**config.mk**
```make
export PLATFORM = sky130hd
export DESIGN_NAME = abro_stim_seq
export DESIGN_NICKNAME = d
export VERILOG_FILES = /design/src/rtl/abro_stim_seq.sv
export SDC_FILE = /design/constraint.sdc
export NUM_CORES = 1
export LEC_CHECK = 0
export CAP_MARGIN = 5
export CELL_PAD_IN_SITES_DETAIL_PLACEMENT = 2
export CELL_PAD_IN_SITES_GLOBAL_PLACEMENT = 2
export CORE_MARGIN = 2
export CORE_UTILIZATION = 33
export DETAILED_ROUTE_END_ITERATION = 16
export PLACE_DENSITY_LB_ADDON = 0.15
export SYNTH_ARGS = -nofsm -noshare
export SYNTH_HDL_FRONTEND = slang
export SYNTH_SLANG_ARGS = --single-unit
```
**constraint.sdc**
```tcl
create_clock -name clk -period 2.77 [get_ports clk]
set_input_delay 0.554 -clock clk [delete_from_list [all_inputs] [get_ports clk]]
set_output_delay 0.554 -clock clk [all_outputs]
set_load 0.02 [all_outputs]
```
**src/rtl/abro_stim_seq.sv**
```systemverilog
// Stimulus sequencer for the ABRO detector: clears the detector, plays an
// A/B event pattern with programmable pulse length and gap, then watches
// the detector's O output and reports a pass/fail verdict.
module abro_stim_seq #(
  parameter int GAP_W   = 8,
  parameter int PULSE_W = 4,
  parameter int TIMEOUT = 16
) (
  input  logic               clk,
  input  logic               reset,
  input  logic               start,
  input  logic [1:0]         order,
  input  logic [PULSE_W-1:0] pulse_len,
  input  logic [GAP_W-1:0]   gap,
  input  logic               o_in,
  output logic               abro_rst,
  output logic               A,
  output logic               B,
  output logic               busy,
  output logic               done,
  output logic               pass,
  output logic               o_seen
);

  // One shared counter serves pulse, gap and timeout phases, so it must be
  // wide enough for the largest of the three terminal values.
  localparam int TO_W   = $clog2(TIMEOUT + 1);
  localparam int GP_MAX = (GAP_W > PULSE_W) ? GAP_W : PULSE_W;
  localparam int CNT_W  = (GP_MAX > TO_W) ? GP_MAX : TO_W;
  localparam logic [CNT_W-1:0] CNT_ONE = CNT_W'(1);

  typedef enum logic [2:0] {
    IDLE,
    CLEAR,
    FIRST,
    GAP,
    SECOND,
    WAIT,
    DONE
  } state_t;

  state_t             state_q;
  logic [CNT_W-1:0]   cnt_q;
  logic [1:0]         order_q;
  logic [PULSE_W-1:0] plen_q;
  logic [GAP_W-1:0]   gap_q;
  logic               abroRst_q;
  logic               a_q;
  logic               b_q;
  logic               busy_q;
  logic               done_q;
  logic               pass_q;
  logic               oSeen_q;

  logic [CNT_W-1:0]   cntInc_d;
  logic               pulseEnd_d;
  logic               gapEnd_d;
  logic               timeoutEnd_d;
  logic               oSeen_d;
  logic               expO_d;
  logic               firstA_d;
  logic               firstB_d;
  logic               secondA_d;
  logic               secondB_d;

  // Phase-end tests compare the incremented count against the latched length,
  // so the counter never has to hold the terminal value itself and cannot wrap.
  assign cntInc_d     = cnt_q + CNT_ONE;
  assign pulseEnd_d   = (cntInc_d == CNT_W'(plen_q));
  assign gapEnd_d     = (cntInc_d == CNT_W'(gap_q));
  assign timeoutEnd_d = (cntInc_d == CNT_W'(TIMEOUT));
  assign oSeen_d      = oSeen_q | o_in;

  // Pattern decode from the latched order: which events go in each slot and
  // whether the detector is expected to fire at all (A-only never completes).
  assign firstA_d  = (order_q != 2'b01);
  assign firstB_d  = (order_q == 2'b01) || (order_q == 2'b10);
  assign secondA_d = (order_q == 2'b01);
  assign secondB_d = (order_q == 2'b00);
  assign expO_d    = (order_q != 2'b11);

  // Sequencer FSM; every output is a register updated alongside the state
  // so it lines up exactly with the state it belongs to.
  always_ff @(posedge clk) begin
    if (reset) begin
      state_q   <= IDLE;
      cnt_q     <= '0;
      order_q   <= '0;
      plen_q    <= '0;
      gap_q     <= '0;
      abroRst_q <= 1'b0;
      a_q       <= 1'b0;
      b_q       <= 1'b0;
      busy_q    <= 1'b0;
      done_q    <= 1'b0;
      pass_q    <= 1'b0;
      oSeen_q   <= 1'b0;
    end else begin
      abroRst_q <= 1'b0;
      done_q    <= 1'b0;
      case (state_q)
        IDLE: begin
          if (start) begin
            order_q   <= order;
            plen_q    <= (pulse_len == '0) ? PULSE_W'(1) : pulse_len;
            gap_q     <= gap;
            oSeen_q   <= 1'b0;
            pass_q    <= 1'b0;
            cnt_q     <= '0;
            busy_q    <= 1'b1;
            abroRst_q <= 1'b1;
            state_q   <= CLEAR;
          end
        end
        CLEAR: begin
          cnt_q   <= '0;
          a_q     <= firstA_d;
          b_q     <= firstB_d;
          state_q <= FIRST;
        end
        FIRST: begin
          oSeen_q <= oSeen_d;
          if (pulseEnd_d) begin
            cnt_q <= '0;
            if (order_q[1]) begin
              a_q     <= 1'b0;
              b_q     <= 1'b0;
              state_q <= WAIT;
            end else if (gap_q == '0) begin
              a_q     <= secondA_d;
              b_q     <= secondB_d;
              state_q <= SECOND;
            end else begin
              a_q     <= 1'b0;
              b_q     <= 1'b0;
              state_q <= GAP;
            end
          end else begin
            cnt_q <= cntInc_d;
          end
        end
        GAP: begin
          oSeen_q <= oSeen_d;
          if (gapEnd_d) begin
            cnt_q   <= '0;
            a_q     <= secondA_d;
            b_q     <= secondB_d;
            state_q <= SECOND;
          end else begin
            cnt_q <= cntInc_d;
          end
        end
        SECOND: begin
          oSeen_q <= oSeen_d;
          if (pulseEnd_d) begin
            cnt_q   <= '0;
            a_q     <= 1'b0;
            b_q     <= 1'b0;
            state_q <= WAIT;
          end else begin
            cnt_q <= cntInc_d;
          end
        end
        WAIT: begin
          oSeen_q <= oSeen_d;
          if (o_in || timeoutEnd_d) begin
            cnt_q   <= '0;
            busy_q  <= 1'b0;
            done_q  <= 1'b1;
            pass_q  <= (oSeen_d == expO_d);
            state_q <= DONE;
          end else begin
            cnt_q <= cntInc_d;
          end
        end
        DONE: begin
          state_q <= IDLE;
        end
        default: begin
          state_q <= IDLE;
        end
      endcase
    end
  end

  assign abro_rst = abroRst_q;
  assign A        = a_q;
  assign B        = b_q;
  assign busy     = busy_q;
  assign done     = done_q;
  assign pass     = pass_q;
  assign o_seen   = oSeen_q;

endmodule

```
**After elaboration in Yosys (flattened, before gate mapping)**

Cells that the tools add are included.
W data, S select, Z words.

- $add $sub $neg: 1
- Eq/ne operators: 18
- Muxes and demuxes: 34
- Bitwise operators: 3
- Reductions and logical operators: 20

Operator list:

| kind | number |
|---|---|
| $pmux W8 S5 | 1 |
| $mux W8 | 4 |
| $mux W3 | 7 |
| $pmux W3 S6 | 1 |
| $mux W1 | 15 |
| $ne A2 B2 Y1 const B | 6 |
| $add A8 B1 Y8 const B | 1 |
| $eq A8 B4 Y1 | 1 |
| $eq A8 B5 Y1 const B | 1 |
| $eq A8 B8 Y1 | 1 |
| $logic_not A8 Y1 | 1 |
| $pmux W1 S4 | 2 |
| $eq A3 B2 Y1 const B | 2 |
| $eq A3 B3 Y1 const B | 2 |
| $pmux W1 S2 | 3 |
| $reduce_and A2 Y1 | 3 |
| $reduce_or A2 Y1 | 3 |
| $reduce_and A5 Y1 | 1 |
| $reduce_bool A5 Y1 | 1 |
| $logic_not A4 Y1 | 1 |
| $mux W4 | 1 |
| $reduce_and A4 Y1 | 1 |
| $reduce_bool A2 Y1 | 2 |
| $reduce_bool A4 Y1 | 1 |
| other kinds (12) | 14 |

- Register bits after elaboration: 32
- Output and inout port bits: 7
- Logic and storage cells: 88

**Depth between registers and ports, before layout**

Gate-level depths: netlist (run 1).

- Depth after elaboration: 5
- Depth in mapped cells: 9
- Mapped depth without buffers: 8

**Least setup slack after synthesis (run 1)**

No wires, ideal clock.

- Path kind: reg2reg
- Start point: reg cnt_q[0]
- End point: reg state_q[2]
- Library setup time: 0.059 ns
- Arrival: 2.230 ns
- Data required time: 2.711 ns
- Path slack: 0.482 ns
- Stages on the path, launching flop included: 10
- Period minus slack after synthesis: 2.288 ns
- Cells stage by stage: dfxtp_1 ha_1 buf_8 inv_1 or3_4 o2111a_1 a2111oi_4 a21oi_2 nor4bb_1 o21ba_1

- Longest elaborated chain between the ends: 5
- Elaborated cells on any way between the ends: 10
- Classes of those cells: 1 x add/sub; 7 x eq/ne; 2 x reduce/logical

Ends and longest elaborated chain:

| element | line | source |
|---|---|---|
| start: declaration | 43 | `logic [CNT_W-1:0] cnt_q;` |
| start signal: assignment | 139 | `cnt_q <= cntInc_d;` |
| start signal: assignment | 150 | `cnt_q <= cntInc_d;` |
| start signal: assignment | 161 | `cnt_q <= cntInc_d;` |
| $add A8 B1 Y8 * | 68 | `assign cntInc_d = cnt_q + CNT_ONE;` |
| $eq A8 B5 Y1 | 71 | `assign timeoutEnd_d = (cntInc_d == CNT_W'(TIMEOUT));` |
| $logic_or A1 B1 Y1 | 166 | `if (o_in \|\| timeoutEnd_d) begin` |
| $ne A2 B2 Y1 (no line) | -- |  |
| $reduce_and A5 Y1 (no line) * | -- |  |
| end signal: assignment | 171 | `state_q <= DONE;` |
| end signal: assignment | 177 | `state_q <= IDLE;` |
| end signal: assignment | 180 | `state_q <= IDLE;` |
| end: declaration | 42 | `state_t state_q;` |

Mark *: on every way between the ends. The rest lies on a longest branch, timed or not.
A chain may end at the register's enable or synchronous reset.

**Worst setup path after layout (run 1)**

Ends and elaborated chain as after synthesis.

==> results of run 1 <==
## logic make-up after synthesis
family | Yosys count
buffers and inverters | 28
flip-flops | 32
adder cells (fa/ha/maj) | 4
AND/OR/NAND/NOR | 111
AO/OA/AOI/OAI | 80
XOR/XNOR | 13
## sequential cells by signal, indices dropped and copies added (netlist names), 2 cells and up
register	flops
cnt_q	8
gap_q	8
order_q	2
plen_q	4
state_q	3
## routing by layer
metal / share of wire / vias up
met5: 0 / -
met2: 0.48 / 31
li1: - / 1019
met1: 0.48 / 1031
met3: 0.027 / 8
met4: 0.015 / 0
## synthesized netlist by cell type, types with 3 or more instances
master / count / share of area
a211oi_1: 7 / 0.024
a21o_1: 6 / 0.021
a21oi_1: 24 / 0.056
a221oi_1: 4 / 0.016
a31oi_1: 3 / 0.0087
buf_4: 4 / 0.014
buf_6: 4 / 0.021
clkbuf_1: 8 / 0.014
dfxtp_1: 32 / 0.30
ha_1: 4 / 0.023
inv_1: 8 / 0.014
nand2_1: 43 / 0.075
nand2b_1: 3 / 0.0087
nand3_1: 9 / 0.021
nand3b_1: 3 / 0.010
nand4_1: 4 / 0.012
nor2_1: 21 / 0.036
nor2b_1: 3 / 0.0087
nor3_1: 5 / 0.012
o2111ai_1: 3 / 0.012
o21ai_0: 7 / 0.016
or3_1: 3 / 0.0087
xnor2_1: 6 / 0.024
xor2_1: 5 / 0.020
## area by class of cell
| cell class | instances | area (sq um) |
|---|---|---|
| Fill cell | 741 | 3780 |
| Sequential cell | 32 | 642 |
| Timing Repair Buffer | 36 | 330 |
| Inverter | 8 | 30.0 |
| Multi-Input combinational cell | 208 | 1380 |
| Tap cell | 77 | 96.3 |
| Clock buffer | 7 | 96.3 |
## critical path, stage by stage, from the launching register on
cell and delay [ps]:
dfxtp_1 340, ha_2 320, inv_1 120, or3_4 400, o2111a_1 290, a2111oi_4 330, a21oi_2 190, nor4bb_1 320
o21ba_1 150
## path summary, 6_finish.rpt
kind	start	to	slack [ps]	cells after the start
worst max register to register	cnt_q[0]	state_q[2]	240	8
worst min register to register	pass	pass	480	2
worst min-delay path	pass	pass	480	2
worst max-delay path	cnt_q[0]	state_q[2]	240	8
## power groups by stage
stage	sequential, mW	combinational [mW]	clock, mW
global placement	0.678	1.05	0
global route	0.699	1.23	0.435
floorplan	0.665	0.751	0
CTS	0.678	1.10	0.417
finish	0.679	1.11	0.405
detailed placement	0.687	1.09	0
## cell usage in the layout (no fill, tap or decap), drive strengths merged, types with 2 or more instances in the layout
| master | Yosys | routed |
|---|---|---|
| nand2 | 43 | 43 |
| dfxtp | 32 | 32 |
| a21oi | 25 | 25 |
| clkdlybuf4s50 | 0 | 24 |
| nor2 | 21 | 21 |
| buf | 12 | 12 |
| nand3 | 9 | 9 |
| inv | 8 | 8 |
| xnor2 | 8 | 8 |
| a211oi | 7 | 7 |
| o21ai | 7 | 7 |
| clkbuf | 8 | 7 |
| a21o | 6 | 6 |
| or3 | 6 | 6 |
| xor2 | 5 | 5 |
| nor3 | 5 | 5 |
| nand4 | 5 | 5 |
| a221oi | 5 | 5 |
| a31oi | 4 | 4 |
| ha | 4 | 4 |
| a2111oi | 4 | 4 |
| nand2b | 3 | 3 |
| nor2b | 3 | 3 |
| nand3b | 3 | 3 |
| o2111ai | 3 | 3 |
| or2 | 3 | 3 |
| o31ai | 3 | 3 |
| o22ai | 2 | 2 |
| o211ai | 2 | 2 |
| a32o | 2 | 2 |
| or4 | 2 | 2 |
| and2 | 2 | 2 |
| o21ba | 2 | 2 |
## stage by stage
step	power (mW)	util
after floorplan	1.42	-
final	2.19	0.405
after detailed placement	1.78	0.388
after CTS	2.20	0.403
after global placement	1.73	0.388
after global routing	2.36	0.405
## timing repair
item	CTS	global route
setup buffers	0	0
setup endpoints to repair	0	9
hold buffers	0	0
resized for setup	0	3
==> out/results.tsv, run 1 <==
metric	value	unit
P per Cell Area	853	mW/mm^2
CTS Buf Count	5	
Root Driver	clkbuf_8	
antenna violations before repair	0	
crit share post-route	0.913	
combinational fraction of design power	0.505	
Async SR Flop Fraction	0	
RSZ-0062 raised after global routing	no	
Setup Skew	6.98	ps
normalized max-slew margin	0.560	
Worst setup SP type	register	
Post-synth EDFFs	0	
Antenna diodes	0	
Mapped Cells	268	
die width	84.9	um
Post-Synth XOR/XNOR Area	0.0596	
Least-Margin Pin Slew	659	ps
sw power	0.966	mW
Area growth syn-to-layout	18.9	%
Post-DP HPWL	5330	um
Cell Area, Placed	0.00246	sq mm
VDD IR max	0.377	mV
Hold Slack	475	ps
Die Y	84.9	um
worst-path fanout max	11	
Die Outline Area	0.00721	sq mm
CP Data Required Time	3000	ps
M1 GR Usage	0.274	
crit end category	register	
GR Util met2	0.334	
P_leak	0.917	nW
Tot GR Track Use	0.202	
I/O pins	25	
clock tree buffer depth	2	
grt ovf	0	
largest net degree at the start of global routing	31	
first-pass GRT wire length	11600	um
Rows	29	
clock slew at reported path FFs	70	ps
TritonCTS clock tree	built	
dpl cells	361	
Synth Register Bits	32	
via count	2089	
number of vias per cell	5.68	
post-route cell area	0.00257	sq mm
compound-gate portion of the synthesized area	0.281	
fin worst setup slack	241	ps
antenna-violating nets left	0	
share of cells above drive strength 1	0.141	
Synth Warn #	0	
gr busiest metal	met2	
RePlAce Congestion	0.868	
Core ar.	0.00635	sq mm
Syn Nets	290	
worst slack, placed	122	ps
Max H-tree Level	2	
initial core utilization	0.340	
Final Slew Violations	0	
met3 Track Usage GR	0.0331	
Distinct cells, synth	63	
CTS Sinks	32	
Pint	1.22	mW
clock power share	0.185	
multiplexer area fraction after synthesis	0	
Sum Neg Setup Slack	0	ps
status	finished, final reports clean	
critical path class	reg -> reg	
DR iter-0 viols	101	
post-route minimum period	2530	ps
Netlist Area Pre-Place	0.00216	sq mm
Mapped Avg Cell Area	8.07	sq um
sequential share of power	0.310	
WP data arrival	2760	ps
Total Wirelength	6970	um
Hold Fails Final Rpt	0	
Simple-Gate Fraction of Synth Area	0.264	
Hold Crit Class	reg -> reg	
adder-cell share of the synthesized area	0.0231	
worst skew pair latency	290	ps
register area share after synthesis	0.296	
largest family of logic cells by synthesized area	compound AO/OA/AOI/OAI gates	
Primary FF master, synth	dfxtp_1	
input/output buffers	24	
Post-Layout Cell Count	368	
max_cap viols	0	
vias in the first global route	2126	
Sw Ratio	0.441	
Final setup viols	0	
DRC viols	0	
DR pass1 iterations	6	
routed wire length per instance	18.9	um
Peak Freq	395	MHz
post-layout net count	313	
Power figures use the tool's default switching activity.
==> run 2: changes to the inputs <==
--- a/config.mk
+++ b/config.mk
@@ -5,7 +5,7 @@
 export SDC_FILE = /design/constraint.sdc
 export NUM_CORES = 1
 export LEC_CHECK = 0
-export CAP_MARGIN = 5
+export CAP_MARGIN = 10
 export CELL_PAD_IN_SITES_DETAIL_PLACEMENT = 2
 export CELL_PAD_IN_SITES_GLOBAL_PLACEMENT = 2
 export CORE_MARGIN = 2
==> constraint.sdc (replaced) <==
create_clock -name clk -period 2.6 [get_ports clk]
set_input_delay 0.52 -clock clk [delete_from_list [all_inputs] [get_ports clk]]
set_output_delay 0.52 -clock clk [all_outputs]
set_load 0.02 [all_outputs]
==> run 2 against run 1 <==
Against the previous run:
- clock power increased by 20%
- setup slack lost 140 ps
- cell area rose by 4.3%
- sequential power up 10%
- combinational power grew 9.9%
- die area did not move
- critical path type unchanged
==> out/results.tsv, run 2 (synthesized netlist as in run 1, its figures left out) <==
metric	value	unit	change
Post-DP HPWL	5290	um	was 5330 um
Max H-tree Level	2		unchanged
Reg2Reg Depth	9		was 8
RSZ-0062 raised after global routing	yes		was no
Hold Fails Final Rpt	0		unchanged
Worst setup SP type	register		unchanged
die width	84.9	um	unchanged
fillers	715		was 741
DR pass1 iterations	4		was 6
Die Y	84.9	um	unchanged
critical path class	reg -> reg		unchanged
P per Cell Area	915	mW/mm^2	was 853 mW/mm^2
max_cap viols	0		unchanged
crit share post-route	0.962		was 0.913
P_leak	0.966	nW	was 0.917 nW
DRC viols	0		unchanged
post-layout net count	320		was 313
largest net degree at the start of global routing	18		was 31
Critical Path Start	cnt_q[0]		unchanged
Least-Margin Pin Slew	631	ps	was 659 ps
reg-to-reg endpoint	A		was state_q[2]
antenna violations before repair	0		unchanged
routed wire length per instance	19.1	um	was 18.9 um
crit path capture	A		was state_q[2]
via count	2122		was 2,089
Setup Skew	3.01	ps	was 6.98 ps
worst skew pair latency	290	ps	about the same
clock slew at reported path FFs	70	ps	about the same
antenna-violating nets left	0		unchanged
hold buffers post-CTS	0		unchanged
DR iter-0 viols	52		was 101
Root Driver	clkbuf_8		unchanged
CP Data Required Time	2830	ps	was 3000 ps
Area growth syn-to-layout	24.0	%	was 18.9%
Total Wirelength	7170	um	was 6970 um
CTS Buf Count	5		unchanged
post-route minimum period	2500	ps	was 2530 ps
grt ovf	0		unchanged
first-pass GRT wire length	11800	um	was 11,600 um
Die Outline Area	0.00721	sq mm	unchanged
crit end category	register		unchanged
Tot GR Track Use	0.206		was 0.202
Peak Freq	400	MHz	was 395 MHz
input/output buffers	24		unchanged
commonest non-fill, non-tap cell in the layout	nand2_1		unchanged
TritonCTS clock tree	built		unchanged
R2R Setup Slk	100	ps	was 240 ps
share of cells above drive strength 1	0.187		was 0.141
Antenna diodes	0		unchanged
Core ar.	0.00635	sq mm	unchanged
Reg2Reg Launch Point	cnt_q[0]		unchanged
Largest regs	cnt_q (8), gap_q (8), plen_q (4)		unchanged
CTS Sinks	32		unchanged
Hold Slack	471	ps	was 475 ps
Final setup viols	0		unchanged
Rows	29		unchanged
Total Power	2.45	mW	was 2.19 mW
clock tree buffer depth	2		unchanged
Sum Neg Setup Slack	0	ps	unchanged
status	finished, final reports clean		unchanged
number of vias per cell	5.64		was 5.68
Hold Crit Class	reg -> reg		unchanged
WP data arrival	2730	ps	was 2760 ps
worst-path fanout max	8		was 11
normalized max-slew margin	0.579		was 0.560
I/O pins	25		unchanged
commonest cells after routing, fill and taps aside	nand2_1 (43), dfxtp_1 (32), clkdlybuf4s50_1 (24)		was nand2_1 (43), dfxtp_1 (31), a21oi_1 (24), clkdlybuf4s50_1 (24), nor2_1 (21)
VDD IR max	0.465	mV	was 0.377 mV
initial core utilization	0.340		unchanged
Final Slew Violations	0		unchanged
vias in the first global route	2189		was 2,126
RePlAce Congestion	0.909		was 0.868
[run 2: how the worst min path moves through the flow]
stage | start | to | slack (ps) | cells past startpoint
3_3_place_gp | pass | pass | 460 | 2
3_5_place_dp | pass | pass | 460 | 2
4_1_cts | pass | pass | 470 | 2
6_report | pass | pass | 470 | 2
2_1_floorplan | plen_q[1] | plen_q[1] | 450 | 2
5_1_grt | pass | pass | 510 | 2
[run 2: timing repair]
action,in CTS,in global routing
setup buffers,0,1
endpoints found under the setup margin,1,5
endpoints found under the hold margin,0,0
resized for setup,1,11
pin swaps,0,2
[run 2: through the flow]
| stage | worst slack (ps) | area [sq um] | std cells | utilization |
|---|---|---|---|---|
| global route | -19.8 | 2680 | 376 | 0.422 |
| floorplan | 312 | 2160 | 268 | - |
| global placement | 143 | 2510 | 367 | 0.395 |
| detailed placement | -27.3 | 2510 | 367 | 0.395 |
| CTS | 10.0 | 2620 | 375 | 0.412 |
| finish | 99.6 | 2680 | 376 | 0.422 |
[run 2: where the power goes]
| group | total [mW] | switching, mW | internal (mW) |
|---|---|---|---|
| combinational | 1.22 | 0.703 | 0.517 |
| sequential | 0.747 | 0.152 | 0.595 |
| clock | 0.488 | 0.204 | 0.284 |
[run 2: metal layers]
| metal | part of all wire | GRT usage |
|---|---|---|
| met5 | 0 | 0 |
| met4 | 0.0085 | 0.0491 |
| met3 | 0.024 | 0.0292 |
| met2 | 0.48 | 0.339 |
| met1 | 0.49 | 0.284 |
[run 2: cell type report]
type                    instances  area [sq um]  area share
clock buffers                   5          68.8      0.0257
flip-flops and latches         32           641       0.239
multi-input cells             208          1420       0.530
repair buffers                 43           383       0.143
well taps                      77          96.3      0.0359
inverters                       8          30.0      0.0112
clock inverters                 3          42.5      0.0159
[run 2: critical path: stages (launching register included)]
cell and delay [ps]:
dfxtp_1 320, ha_1 240, buf_4 180, xnor2_2 160, a221oi_2 290, o2111ai_2 170, or4b_4 550, a2111oi_2 360
a21oi_1 80, nand2_1 90
